[src/rtl/divu_pkg.sv]
// Shared types and constants for the unsigned restoring divider control.
package divu_pkg;

  localparam int DIVU_WIDTH = 32;

  typedef enum logic [2:0] {
    IDLE,
    LOAD,
    ITER,
    FIX,
    DONE
  } divu_state_t;

endpackage

[src/rtl/div_iter_counter.sv]
// Iteration counter for the divider; saturates at WIDTH-1 by holding en low.
module div_iter_counter
  import divu_pkg::*;
#(
  parameter int WIDTH = DIVU_WIDTH,
  parameter int CW    = $clog2(WIDTH + 1)
) (
  input  logic          clk,
  input  logic          rst_n,
  input  logic          clr,
  input  logic          en,
  output logic [CW-1:0] count,
  output logic          last
);

  always_ff @(posedge clk or negedge rst_n) begin
    if (!rst_n) begin
      count <= '0;
    end else if (clr) begin
      count <= '0;
    end else if (en) begin
      count <= count + CW'(1);
    end
  end

  assign last = (count == CW'(WIDTH - 1));

endmodule

[src/rtl/divu_ctrl.sv]
// Control FSM for the unsigned restoring divider (LOAD, WIDTH ITERs, FIX).
// Optional zero-divisor short cut enabled by DIV0_CHECK_EN.
module divu_ctrl
  import divu_pkg::*;
#(
  parameter int WIDTH = DIVU_WIDTH,
  parameter int CW    = $clog2(WIDTH + 1)
) (
  input  logic             clk,
  input  logic             rst_n,
  input  logic             run,
  input  logic [WIDTH-1:0] divisor,
  output logic             w_ctrl_reg1,
  output logic             w_ctrl_reg2,
  output logic             SRL_ctrl,
  output logic             busy,
  output logic             rdy,
  output logic [CW-1:0]    count,
  output logic             div0
);

  divu_state_t state, next;
  logic clr, en, last;

  div_iter_counter #(
    .WIDTH(WIDTH),
    .CW   (CW)
  ) u_cnt (
    .clk  (clk),
    .rst_n(rst_n),
    .clr  (clr),
    .en   (en),
    .count(count),
    .last (last)
  );

  always_ff @(posedge clk or negedge rst_n) begin
    if (!rst_n) begin
      state <= IDLE;
    end else begin
      state <= next;
    end
  end

  always_comb begin
    next = state;
    clr  = 1'b0;
    en   = 1'b0;
    unique case (state)
      IDLE: begin
        if (run) begin
          next = LOAD;
          clr  = 1'b1;
        end
      end
      LOAD: begin
        next = ITER;
`ifdef DIV0_CHECK_EN
        if (divisor == '0) next = DONE;
`endif
      end
      ITER: begin
        if (last) next = FIX;
        else      en   = 1'b1;
      end
      FIX:  next = DONE;
      DONE: if (!run) next = IDLE;
      default: next = IDLE;
    endcase
  end

  assign w_ctrl_reg1 = (state == LOAD);
  assign w_ctrl_reg2 = (state == LOAD);
  assign SRL_ctrl    = (state == FIX);
  assign busy        = (state == LOAD) || (state == ITER) || (state == FIX);
  assign rdy         = (state == DONE);

`ifdef DIV0_CHECK_EN
  // Cleared on entry to LOAD, decided on exit so it stays valid through DONE.
  always_ff @(posedge clk or negedge rst_n) begin
    if (!rst_n) begin
      div0 <= 1'b0;
    end else if (state == IDLE && run) begin
      div0 <= 1'b0;
    end else if (state == LOAD) begin
      div0 <= (divisor == '0);
    end
  end
`else
  logic divisor_unused;
  assign divisor_unused = ^divisor;
  assign div0           = 1'b0;
`endif

endmodule

[config.mk]
export PLATFORM = sky130hd
export DESIGN_NAME = divu_ctrl
export DESIGN_NICKNAME = d
export VERILOG_FILES = /design/src/rtl/divu_pkg.sv /design/src/rtl/div_iter_counter.sv /design/src/rtl/divu_ctrl.sv
export SDC_FILE = /design/constraint.sdc
export NUM_CORES = 1
export LEC_CHECK = 0
export ABC_CLOCK_PERIOD_IN_PS = 3500
export BUFFER_PORTS_ARGS = -buffer_cell sky130_fd_sc_hd__buf_2
export CAP_MARGIN = 20
export CORE_MARGIN = 4
export CORE_UTILIZATION = 36
export CTS_CLUSTER_DIAMETER = 50
export DETAILED_ROUTE_END_ITERATION = 12
export PLACE_DENSITY = 0.93
export SETUP_SLACK_MARGIN = 0.15
export SLEW_MARGIN = 20
export SYNTH_ARGS = -nofsm -noshare
export SYNTH_HDL_FRONTEND = slang
export SYNTH_HIERARCHICAL = 1
export SYNTH_SLANG_ARGS = --single-unit
[constraint.sdc]
create_clock -name clk -period 3.5 [get_ports clk]
set_clock_uncertainty 0.05 [all_clocks]
set_input_delay 0.175 -clock clk [delete_from_list [all_inputs] [get_ports clk]]
set_output_delay 0.175 -clock clk [all_outputs]
set_load 0.01 [all_outputs]
==> reports/metrics.cfg <==
[clock_network]
cts_tree=done
cts_setup_buffers=0
cts-resized-gates=0
post_cts_hold_buffer_count=1
numCtsBuffers=3
cts.clk_slew.worst_paths_ns=0.06
clk_latency_ns=0.25
clock-sinks=9
clock_path_buffers=2
h-tree-depth=1
root_buffer=clkbuf_4

[route]
drc=0
wl_per_cell_um=13.3
drtAntennaViolNets=0
drtIter0Drc=8
dr.pass1.iters=4
totalWireLength_um=1000
vias_per_cell=5.20
vias=390

[sta]
hold_viol=0
tns_ns=0
slew_violations=0
min_period_ns=2.01
fmax_ghz=0.498
rsz0062_at_grt=no
tightest_slew_ns=1.03
setup_ws_ns=1.49
maxSlewHeadroom_pct=30.6
period_share_pct=57.3
setup_viol=0

[yosys]
yosysUniqueCellTypes=21
synth_nets=83
synth_area_um2=473
syn_area_per_cell_um2=10.1
yosysSeqAreaShare_pct=47.6
async_flop_share_pct=100
synthFlopType=dfrtp_1
synth_warnings=6
synth_edf_count=0
ys_ff_latch=9
synthCells=47

[final_layout]
finalNetCount=98
utilization_pct=48.4
layout_common_cells=buf_2 (13), dfrtp_1 (9), nor2_1 (8)
stdcell_area_um2=567
drive_gt1_share_pct=29.5
diodes=0
final_common_cell=buf_2
n_fill_cell=116
syn_to_final_growth_pct=19.8

[power_and_ir_drop]
switching_power_mw=0.176
p_sw_share_pct=40.0
powerDensity_nw_per_um2=778
p_total_mw=0.441
peakVddDrop_v=0.000364
pwr-share-clk_pct=17.7
intPower_mw=0.265
comb_power_share_pct=41.4
seqPwrFrac_pct=40.9
leakage_nw=0.288

[hold_path]
holdPathEnd=state[2]
hp-class=in -> reg
hold_start=run
worstHoldPathCells=2

[setup_path]
crit_path_start_kind=flip-flop
worst-path-buf-inv=1
cp-end-kind=flip-flop
reg2reg_slack_ns=1.49
r2r-start=u_cnt/count[0]
worstPathRequired_ns=3.63
crit_family=simple AND/OR/NAND/NOR gates
crit_cells=7
worstPathCellList=ha_1, nor3b_1, nor4b_1, buf_4, nand3_1, or3_1, a21oi_1
cp.arrival_ns=2.14
critPathMaxFanout=6
crit_type=reg -> reg
reg2reg_to=u_cnt/count[5]
slowest_stage=dfrtp_1
slowest_delay_ns=0.43
reg2regPathDepth=7

[place]
dp_slack_ns=1.54
gp_congestion=0.734
port_buffers=13
dpl_cell_area_um2=531

[global_route]
antenna_found_initial=0
grt_max_degree=10
overflow=0
track_usage_pct=12.0
grt_pass1_vias=401
grt_pass1_wl_um=1650

[die]
die_h_um=44.2
coreArea_um2=1170
die_x_um=44.2
io_pins=47
die_area_um2=1960
num_rows=12
initial_core_util_pct=40.4

[status]
status=finished clean

[job]
max_cap_viol_count=0

-- final cells by class --
| type | instances | area, um^2 | share of cell area, % |
|---|---|---|---|
| Clock buffer | 4 | 26.3 | 4.64 |
| Multi-Input combinational cell | 33 | 215 | 38.0 |
| Tap cell | 14 | 17.5 | 3.09 |
| Timing Repair Buffer | 15 | 82.6 | 14.6 |
| Sequential cell | 9 | 225 | 39.7 |
-- synthesized netlist by cell type (2+ instances only) --
cell type	number	area [um^2]
buf_4	3	22.5
nor2_1	8	30.0
dfrtp_1	9	225
mux2i_1	2	20.0
nand4_1	2	12.5
nor4b_1	2	17.5
nor3b_1	2	15.0
nand3_1	2	10.0
xor2_1	3	26.3
buf_2	2	10.0
xnor2_1	2	17.5
-- per-stage QoR --
step / hold slack, ns / instances
finish: 0.134 / 75
global route: 0.135 / 75
global placement: -0.0185 / 70
detailed placement: -0.0128 / 70
CTS: 0.125 / 75
floorplan: -0.171 / 47
-- layer usage --
layer | vias up | track usage [%] | wire [um]
met5 | - | 0 | 0
met4 | 0 | 12.7 | 23
met3 | 2 | 2.44 | 51
met2 | 15 | 18.6 | 531
met1 | 186 | 12.8 | 396
li1 | 187 | - | -
-- power by group through the flow --
stage / sequential [mW] / clock, mW / combinational (mW)
2_1_floorplan: 0.164 / 0 / 0.147
3_3_place_gp: 0.178 / 0 / 0.174
3_5_place_dp: 0.182 / 0 / 0.181
4_1_cts: 0.180 / 0.0828 / 0.185
5_1_grt: 0.185 / 0.0906 / 0.205
6_report: 0.181 / 0.0780 / 0.183
-- worst max-delay path by stage --
stage | from | to | slack, ns
after floorplan | u_cnt/count[0] | u_cnt/count[5] | 1.64
after global routing | u_cnt/count[0] | u_cnt/count[5] | 1.41
after detailed placement | u_cnt/count[0] | u_cnt/count[5] | 1.54
after global placement | u_cnt/count[0] | u_cnt/count[5] | 1.59
final | u_cnt/count[0] | u_cnt/count[5] | 1.49
after CTS | u_cnt/count[0] | u_cnt/count[5] | 1.52
-- worst register-to-register path, cell delays in order (launching register included) --
cell	delay, ns
dfrtp_1	0.43
ha_1	0.25
nor3b_1	0.16
nor4b_1	0.25
buf_4	0.20
nand3_1	0.10
or3_1	0.33
a21oi_1	0.15
-- registers in the layout, indices dropped and copies added, names as in the netlist --
signal and count:
u_cnt/count 6, state 3
-- logic make-up (layout without fill, tap and decap cells) --
kind of cell	after synthesis	after routing	share of synthesized area [%]
AND/OR/NAND/NOR	21	21	24.6
AO/OA/AOI/OAI	3	3	3.97
other	1	1	0.793
XOR/XNOR	5	5	9.26
adder cells (fa/ha/maj)	1	1	2.65
buffers and inverters	5	19	6.88
multiplexers	2	2	4.23
flip-flops	9	9	47.6
Power figures use the tool's default switching activity.
